$ cat src/rtl/rect_draw_ctrl_if.sv
// rect_draw_ctrl_if: strobe, coordinate and pixel bundle between a host and the rectangle-draw controller
interface rect_draw_ctrl_if #(
  parameter int X_W  = 8,
  parameter int Y_W  = 7,
  parameter int SZ_W = 4
);
  logic            load;
  logic            draw;
  logic [X_W-1:0]  coord_in;
  logic [SZ_W-1:0] width_in;
  logic [SZ_W-1:0] height_in;
  logic            outline;
  logic [X_W-1:0]  x_out;
  logic [Y_W-1:0]  y_out;
  logic            plot;
  logic            busy;
  logic            done;
  logic [2:0]      current_state;
  modport master (
    output load, draw, coord_in, width_in, height_in, outline,
    input  x_out, y_out, plot, busy, done, current_state
  );
  modport slave (
    input  load, draw, coord_in, width_in, height_in, outline,
    output x_out, y_out, plot, busy, done, current_state
  );
endinterface

$ cat src/rtl/rect_draw_ctrl.sv
// rect_draw_ctrl: loads an x/y origin, then raster-scans a clipped filled or outlined rectangle one pixel per clock
module rect_draw_ctrl #(
  parameter int X_W   = 8,
  parameter int Y_W   = 7,
  parameter int SZ_W  = 4,
  parameter int SCR_W = 160,
  parameter int SCR_H = 120
) (
  input logic            clk,
  input logic            resetn,
  rect_draw_ctrl_if.slave bus
);
  typedef enum logic [2:0] {
    LOAD_X    = 3'd0,
    WAIT_X    = 3'd1,
    LOAD_Y    = 3'd2,
    WAIT_Y    = 3'd3,
    WAIT_DRAW = 3'd4,
    DRAW      = 3'd5,
    DONE      = 3'd6
  } state_t;
  state_t          state_q, state_d;
  logic [X_W-1:0]  x_org_q, x_org_d;
  logic [Y_W-1:0]  y_org_q, y_org_d;
  logic [SZ_W-1:0] w_q, w_d, h_q, h_d, cx_q, cx_d, cy_q, cy_d;
  logic            outline_q, outline_d;
  logic [SZ_W-1:0] w_m1, h_m1;
  logic            row_end, last;
  logic [X_W:0]    x_sum;
  logic [Y_W:0]    y_sum;
  logic            visible, edge_px;
  assign w_m1    = w_q - SZ_W'(1);
  assign h_m1    = h_q - SZ_W'(1);
  assign row_end = cx_q == w_m1;
  assign last    = row_end && cy_q == h_m1;
  always_comb begin
    state_d   = state_q;
    x_org_d   = x_org_q;
    y_org_d   = y_org_q;
    w_d       = w_q;
    h_d       = h_q;
    cx_d      = cx_q;
    cy_d      = cy_q;
    outline_d = outline_q;
    case (state_q)
      LOAD_X: begin
        x_org_d = bus.coord_in;
        state_d = bus.load ? WAIT_X : LOAD_X;
      end
      WAIT_X: state_d = bus.load ? WAIT_X : LOAD_Y;
      LOAD_Y: begin
        y_org_d = bus.coord_in[Y_W-1:0];
        state_d = bus.load ? WAIT_Y : LOAD_Y;
      end
      WAIT_Y: state_d = bus.load ? WAIT_Y : WAIT_DRAW;
      WAIT_DRAW: begin
        if (bus.draw) begin
          w_d       = bus.width_in;
          h_d       = bus.height_in;
          outline_d = bus.outline;
          cx_d      = '0;
          cy_d      = '0;
          state_d   = (bus.width_in == '0 || bus.height_in == '0) ? DONE : DRAW;
        end
      end
      DRAW: begin
        cx_d    = row_end ? '0 : cx_q + SZ_W'(1);
        cy_d    = row_end ? cy_q + SZ_W'(1) : cy_q;
        state_d = last ? DONE : DRAW;
      end
      default: state_d = LOAD_X;
    endcase
  end
  always_ff @(posedge clk or negedge resetn) begin
    if (!resetn) begin
      state_q   <= LOAD_X;
      x_org_q   <= '0;
      y_org_q   <= '0;
      w_q       <= '0;
      h_q       <= '0;
      cx_q      <= '0;
      cy_q      <= '0;
      outline_q <= 1'b0;
    end else begin
      state_q   <= state_d;
      x_org_q   <= x_org_d;
      y_org_q   <= y_org_d;
      w_q       <= w_d;
      h_q       <= h_d;
      cx_q      <= cx_d;
      cy_q      <= cy_d;
      outline_q <= outline_d;
    end
  end
  assign x_sum   = (X_W+1)'(x_org_q) + (X_W+1)'(cx_q);
  assign y_sum   = (Y_W+1)'(y_org_q) + (Y_W+1)'(cy_q);
  assign visible = x_sum < (X_W+1)'(SCR_W) && y_sum < (Y_W+1)'(SCR_H);
  assign edge_px = !outline_q || cx_q == '0 || row_end || cy_q == '0 || cy_q == h_m1;
  assign bus.x_out         = x_sum[X_W-1:0];
  assign bus.y_out         = y_sum[Y_W-1:0];
  assign bus.plot          = state_q == DRAW && visible && edge_px;
  assign bus.busy          = state_q == DRAW || state_q == DONE;
  assign bus.done          = state_q == DONE;
  assign bus.current_state = state_q;
endmodule

$ cat src/flat_wrapper.sv
// flat-port wrapper written by rule: the top's interface ports become plain ports
module rect_draw_ctrl_flat 
#(
  parameter int X_W   = 8,
  parameter int Y_W   = 7,
  parameter int SZ_W  = 4,
  parameter int SCR_W = 160,
  parameter int SCR_H = 120
)
  (clk, resetn, bus_load, bus_draw, bus_coord_in, bus_width_in, bus_height_in, bus_outline, bus_x_out, bus_y_out, bus_plot, bus_busy, bus_done, bus_current_state);
  rect_draw_ctrl_if #(.X_W(X_W), .Y_W(Y_W), .SZ_W(SZ_W)) bus_i ();
  input logic clk;
  input logic resetn;
  input wire logic [$bits(bus_i.load)-1:0] bus_load;
  input wire logic [$bits(bus_i.draw)-1:0] bus_draw;
  input wire logic [$bits(bus_i.coord_in)-1:0] bus_coord_in;
  input wire logic [$bits(bus_i.width_in)-1:0] bus_width_in;
  input wire logic [$bits(bus_i.height_in)-1:0] bus_height_in;
  input wire logic [$bits(bus_i.outline)-1:0] bus_outline;
  output wire logic [$bits(bus_i.x_out)-1:0] bus_x_out;
  output wire logic [$bits(bus_i.y_out)-1:0] bus_y_out;
  output wire logic [$bits(bus_i.plot)-1:0] bus_plot;
  output wire logic [$bits(bus_i.busy)-1:0] bus_busy;
  output wire logic [$bits(bus_i.done)-1:0] bus_done;
  output wire logic [$bits(bus_i.current_state)-1:0] bus_current_state;
  assign bus_i.load = bus_load;
  assign bus_i.draw = bus_draw;
  assign bus_i.coord_in = bus_coord_in;
  assign bus_i.width_in = bus_width_in;
  assign bus_i.height_in = bus_height_in;
  assign bus_i.outline = bus_outline;
  assign bus_x_out = bus_i.x_out;
  assign bus_y_out = bus_i.y_out;
  assign bus_plot = bus_i.plot;
  assign bus_busy = bus_i.busy;
  assign bus_done = bus_i.done;
  assign bus_current_state = bus_i.current_state;
  rect_draw_ctrl #(.X_W(X_W), .Y_W(Y_W), .SZ_W(SZ_W), .SCR_W(SCR_W), .SCR_H(SCR_H)) u_core (.clk(clk), .resetn(resetn), .bus(bus_i));
endmodule
$ cat config.mk
export PLATFORM = sky130hd
export DESIGN_NAME = rect_draw_ctrl_flat
export DESIGN_NICKNAME = d
export VERILOG_FILES = /design/src/rtl/rect_draw_ctrl_if.sv /design/src/rtl/rect_draw_ctrl.sv /design/src/flat_wrapper.sv
export SDC_FILE = /design/constraint.sdc
export NUM_CORES = 1
export LEC_CHECK = 0
export ABC_AREA = 1
export CORE_AREA = 5 5 80 82
export CTS_CLUSTER_DIAMETER = 120
export DETAILED_ROUTE_END_ITERATION = 8
export DIE_AREA = 0 0 85 87
export HOLD_SLACK_MARGIN = 0.1
export PLACE_DENSITY_LB_ADDON = 0.05
export SLEW_MARGIN = 10
export SYNTH_ARGS = -nofsm -noshare
export SYNTH_HDL_FRONTEND = slang
export SYNTH_SLANG_ARGS = --single-unit
$ cat constraint.sdc
create_clock -name clk -period 2.23 [get_ports clk]
set_input_delay 0.446 -clock clk [delete_from_list [all_inputs] [get_ports clk]]
set_output_delay 0.446 -clock clk [all_outputs]
set_load 0.1 [all_outputs]
==> results.ini, run 1 <==
[run_status]
outcome = complete, but fails checks
violations = setup timing

[critical_path]
crit_family = simple AND/OR/NAND/NOR gates
crit_arrival_ps = 2060
start_kind = flip-flop
path_class = flip-flop to output port
crit_chain = ha_2 > fa_2 > nand3_2 > nand2_2 > nand2_1 > nand2_2 > nor2_1 > nand2_2 > nor2_2 > nor3_4 > buf_12
path_common_cell = nand2_2
path_max_fanout = 3
cp.buffers_inverters = 1
cp_slowest_stage_delay_ps = 380
crit_slowest_cell = dfrtp_1
end_kind = output port
worstPathRequired_ps = 1780

[layout]
antenna_cells = 0
layout-drive-gt1-share_pct = 33.3
final_nets = 447
final_area_um2 = 3720
area_delta_synth_final_pct = 52.5

[placement]
place_area_um2 = 3400
gp_congestion = 0.820
io_buffers = 41
dp_hpwl_um = 4470

[synth]
ys_dominant_reg_cell = dfrtp_1
yosysWarnings = 0
synthCells = 330
synth-edff-count = 0
synth_fp_nets = 367
ys_ff_latch = 35
synth.distinct_cells = 31
synth-seq-area-share_pct = 35.9
synth.avg_cell_area_um2 = 7.40
netlist_area_um2 = 2440
async_flop_share_pct = 100

[worst_hold_path]
hold_class = flip-flop to flip-flop

[route]
vias = 2284
first_iter_violations = 60
dr.pass1.iters = 4
drc = 0
ant_nets = 0
drt-total-wl_um = 5720
avgRoutedWirePerCell_um = 11.8
drt-vias-per-instance = 4.70

[global_routing]
grt_start_max_net_pins = 36
antenna_found_initial = 0
grt_usage_pct = 16.6
grt.overflow.total = 0
grt_pass1_vias = 2218
grt_pass1_wl_um = 10100

[timing]
hold_viol_final = 0
fin_ws_ps = -275
fin_crit_sh_pct = 112
rsz0062_at_grt = yes
setup_viol = 7
fin_crit_ps = 2510
worstMarginPinSlew_ps = 460
clock.fmax_ghz = 0.399
worst_clock_skew_ps = 8.64
max_slew_margin_pct = 69.3
final_max_slew_viol_count = 0

[clocking]
cts.sinks = 35
hold_buffers = 0
htreeDepth = 2
cts_tree = done
clk-insertion-delay-late_ps = 280
cts_buffers = 5
path_clk_slew_ps = 70
cts_buffer_depth = 2
root_buffer = clkbuf_8

[floorplanning]
dieArea_um2 = 7400
die_h_um = 87
pin_count = 42
rows = 28
initial_core_util_pct = 43.0
die_w_um = 85
coreArea_um2 = 5680

[job]
maxCapViolCount = 0

[per-layer routing]
layer	up-vias	global-route usage [%]	share of wire [%]
met3	4	3.03	1.9
li1	1198	-	-
met4	0	3.45	0.75
met2	17	28.3	51
met5	-	0	0
met1	1065	22.2	47
[Yosys cell counts (5+ instances only)]
master,n,area [µm²]
nand2_1,97,364
inv_1,56,210
dfrtp_1,35,876
nand3_1,22,110
o21ai_0,20,100
nor2_1,18,67.6
ha_1,14,175
o21ai_2,9,78.8
nand4_1,8,50.1
xor2_1,8,70.1
a21oi_1,6,30.0
xnor2_1,5,43.8
[logic make-up after synthesis]
logic type,after synthesis,share of synthesized area (%)
and+or+nand+nor,158,29.2
buffers and inverters,65,10.6
AOI/OAI and AO/OA,42,10.3
DFF,35,35.9
adders and majority gates,16,8.82
xor gates and xnor gates,13,4.66
muxes,1,0.615
[repair_timing]
item,4_1_cts,5_1_grt
gates cloned,0,0
setup buffers,4,6
pin swaps,8,10
setup endpoints to repair,11,11
gates resized for setup,17,23
[sequential cells by signal, summed over array words and instances, names as in the netlist]
signal                    flops
u_core.outline_q              1
u_core.w_q                    4
u_core.cy_q                   4
u_core.bus.current_state      3
u_core.x_org_q                8
u_core.cx_q                   4
u_core.y_org_q                7
u_core.h_q                    4
[cell type report]
type                    count  area, µm²
fillers                   478       1950
multi-input cells         230       1550
flip-flops and latches     35        880
repair buffers             76        868
inverters                  62        244
well taps                  75       93.8
clock buffers               7       86.3
clock inverters             1       5.00
[cell usage in the layout, fill, tap and decap left out, types with 14 or more instances in the layout]
cell type	n
nand2_1	83
inv_1	49
buf_4	32
dfrtp_1	32
clkdlybuf4s50_1	20
o21ai_0	19
buf_12	18
nand3_1	16
nor2_1	15
nand2_2	14
[per-stage QoR]
| stage | hold slack (ps) | instances | setup TNS (ps) | worst slack (ps) | util [%] |
|---|---|---|---|---|---|
| 2_1_floorplan | 150 | 330 | -1160 | -664 | - |
| 3_3_place_gp | 470 | 470 | -17.8 | -17.8 | 60.0 |
| 3_5_place_dp | 471 | 470 | -24.5 | -24.5 | 60.0 |
| 4_1_cts | 490 | 481 | -697 | -275 | 63.5 |
| 5_1_grt | 535 | 486 | -1550 | -389 | 65.6 |
| 6_report | 487 | 486 | -789 | -275 | 65.6 |
[path summary, 6_finish.rpt]
path	start	end	slack, ps	depth (start not counted)
setup / recovery	u_core.y_org_q[0]	bus_plot	-280	11
hold / removal	u_core.w_q[1]	u_core.w_q[1]	490	2
setup reg to reg	u_core.cx_q[3]	u_core.cy_q[3]	480	13
hold reg to reg	u_core.w_q[1]	u_core.w_q[1]	490	2
max in group asynchronous	resetn	u_core.bus.current_state[0]	1310	2
min in group asynchronous	resetn	u_core.w_q[1]	560	2
[worst register-to-register path: cells and delay by family (launching register included)]
kind / cells / cell delay (ps)
AND/OR/NAND/NOR: 6 / 440
XOR/XNOR: 1 / 190
AO/OA/AOI/OAI: 1 / 40
flip-flops: 1 / 420
buffers and inverters: 5 / 550
Power of run 1 is not shown: default switching activity piles up to over one toggle a cycle in this logic, so the estimate is an artifact.
==> run 2: changes to the inputs <==
--- a/config.mk
+++ b/config.mk
@@ -12,6 +12,7 @@
 export DIE_AREA = 0 0 85 87
 export HOLD_SLACK_MARGIN = 0.1
 export PLACE_DENSITY_LB_ADDON = 0.05
+export SETUP_SLACK_MARGIN = 0.4
 export SLEW_MARGIN = 10
 export SYNTH_ARGS = -nofsm -noshare
 export SYNTH_HDL_FRONTEND = slang
==> results.ini, run 2 (same netlist as run 1, synthesis figures left out) <==
[run_status]
outcome = complete, but fails checks
violations = setup timing

[layout]
layout-drive-gt1-share_pct = 39.5  ; +6.1 points
utilization_pct = 70.0  ; +4.4 points
regMostFlops = u_core.x_org_q
area_delta_synth_final_pct = 62.8
final_cell_mix = nand2_1, inv_1, buf_4, dfrtp_1, nand2_2
antenna_cells = 0  ; unchanged
largest_reg_flops = 8  ; unchanged
largestRegisters = u_core.x_org_q (8), u_core.y_org_q (7)
final_common_cell = nand2_1
final_nets = 454  ; +1.6%
fillers = 461  ; -3.6%

[timing]
clock.fmax_ghz = 0.393  ; -1.6%
fin_ws_ps = -316  ; -40.2 ps
max_slew_margin_pct = 68.4  ; -0.81 points
hold_viol_final = 0  ; unchanged
worst_clock_skew_ps = 4.38  ; -4.26 ps
rsz0062_at_grt = yes
worstMarginPinSlew_ps = 472  ; +12.1 ps
final_max_slew_viol_count = 0  ; unchanged
fin_crit_sh_pct = 114  ; +1.8 points
setup_viol = 8  ; +1
fin_crit_ps = 2550  ; +40.2 ps

[critical_path]
path_max_fanout = 2  ; -1
worstPathRequired_ps = 1780  ; about the same
end_kind = output port
r2r_cells = 13  ; unchanged
r2r_slack_ps = 580  ; +100 ps
crit_arrival_ps = 2100  ; +40 ps
path_class = flip-flop to output port
r2r-end = u_core.cy_q[3]
start_kind = flip-flop
worstReg2RegStart = u_core.cx_q[3]

[route]
ant_nets = 0  ; unchanged
avgRoutedWirePerCell_um = 11.8  ; +0.34%
drc = 0  ; unchanged
first_iter_violations = 84  ; +40%
vias = 2332  ; +2.1%
drt-vias-per-instance = 4.73  ; +0.65%
dr.pass1.iters = 4  ; unchanged
drt-total-wl_um = 5820  ; +1.8%

[global_routing]
grt_pass1_wl_um = 10100  ; +0.21%
grt_usage_pct = 17.0  ; +0.38 points
grt_start_max_net_pins = 36  ; unchanged
grt_pass1_vias = 2312  ; +4.2%
antenna_found_initial = 0  ; unchanged
grt.overflow.total = 0  ; unchanged

[clocking]
path_clk_slew_ps = 70  ; about the same
hold_buffers = 0  ; unchanged
clk-insertion-delay-late_ps = 290  ; about the same
root_buffer = clkbuf_8
htreeDepth = 2  ; unchanged
cts_tree = done
cts_buffer_depth = 2  ; unchanged
cts.sinks = 35  ; unchanged
cts_buffers = 5  ; unchanged

[floorplanning]
die_h_um = 87  ; unchanged
pin_count = 42  ; unchanged
die_w_um = 85  ; unchanged
coreArea_um2 = 5680  ; unchanged
dieArea_um2 = 7400  ; unchanged
initial_core_util_pct = 43.0  ; unchanged
rows = 28  ; unchanged

[worst_hold_path]
holdPathEnd = u_core.w_q[1]
hold_depth = 2  ; unchanged
hold_class = flip-flop to flip-flop
min_from = u_core.w_q[1]

[placement]
io_buffers = 41  ; unchanged
dp_hpwl_um = 4370  ; -2.0%
gp_congestion = 0.853  ; +4.0%

[job]
maxCapViolCount = 0  ; unchanged

## run 2: cell types whose count changed in the layout (fill, tap and decap cells not counted), moves of 4 or more
cell,change
nor2_4,+4
nand2_2,+7
buf_4,+4
inv_2,-4
nand2_1,-10
## run 2: worst max-delay path by stage
stage / to / slack, ps / depth (start not counted) / startpoint
2_1_floorplan: bus_plot / -660 / 9 / u_core.cy_q[0]
3_3_place_gp: bus_plot / -0.8 / 10 / u_core.cx_q[3]
3_5_place_dp: bus_plot / -20 / 10 / u_core.cx_q[3]
4_1_cts: bus_plot / -320 / 10 / u_core.cy_q[0]
5_1_grt: bus_plot / -430 / 8 / u_core.x_org_q[0]
6_report: bus_plot / -320 / 8 / u_core.x_org_q[0]
## run 2: timing repair
action                     CTS  global route
pin swaps                   22            15
setup buffers               11             5
setup endpoints to repair   15            19
gates resized for setup     20            26
## run 2: layout make-up
| class | instances | area, µm² | area share, % |
|---|---|---|---|
| Multi-Input combinational cell | 230 | 1680 | 42.3 |
| Timing Repair Buffer | 83 | 941 | 23.7 |
| Sequential cell | 35 | 891 | 22.4 |
| Inverter | 62 | 265 | 6.68 |
| Clock buffer | 8 | 100 | 2.52 |
| Tap cell | 75 | 93.8 | 2.36 |
## run 2: worst max-delay path: stages, from the launching register on
cell and delay, ps:
dfrtp_1 400, ha_2 200, fa_2 360, nand3_2 100, nand2_2 60, a31oi_1 170, nand3_1 150, nor3_4 170
buf_12 200
## run 2: metal layers
layer  vias to the layer above  track usage [%]  routed length (µm)
li1                       1215                -                   -
met1                      1063             20.3                2550
met2                        45             29.7                2920
met3                         9             4.26                 267
met4                         0             6.33                  86
met5                         -                0                   0
## run 2: metrics by stage
stage               setup slack, ps  instance area (µm²)  hold WS [ps]  std cells  TNS [ps]
floorplan                      -663                 2720           150        330     -1000
global placement             -0.807                 3580           471        469    -0.807
detailed placement            -24.5                 3580           468        469     -24.5
CTS                            -315                 3850           486        488     -1000
global route                   -435                 3970           530        493     -1960
finish                         -316                 3970           482        493     -1000
Power of run 2 is left out for the same reason.
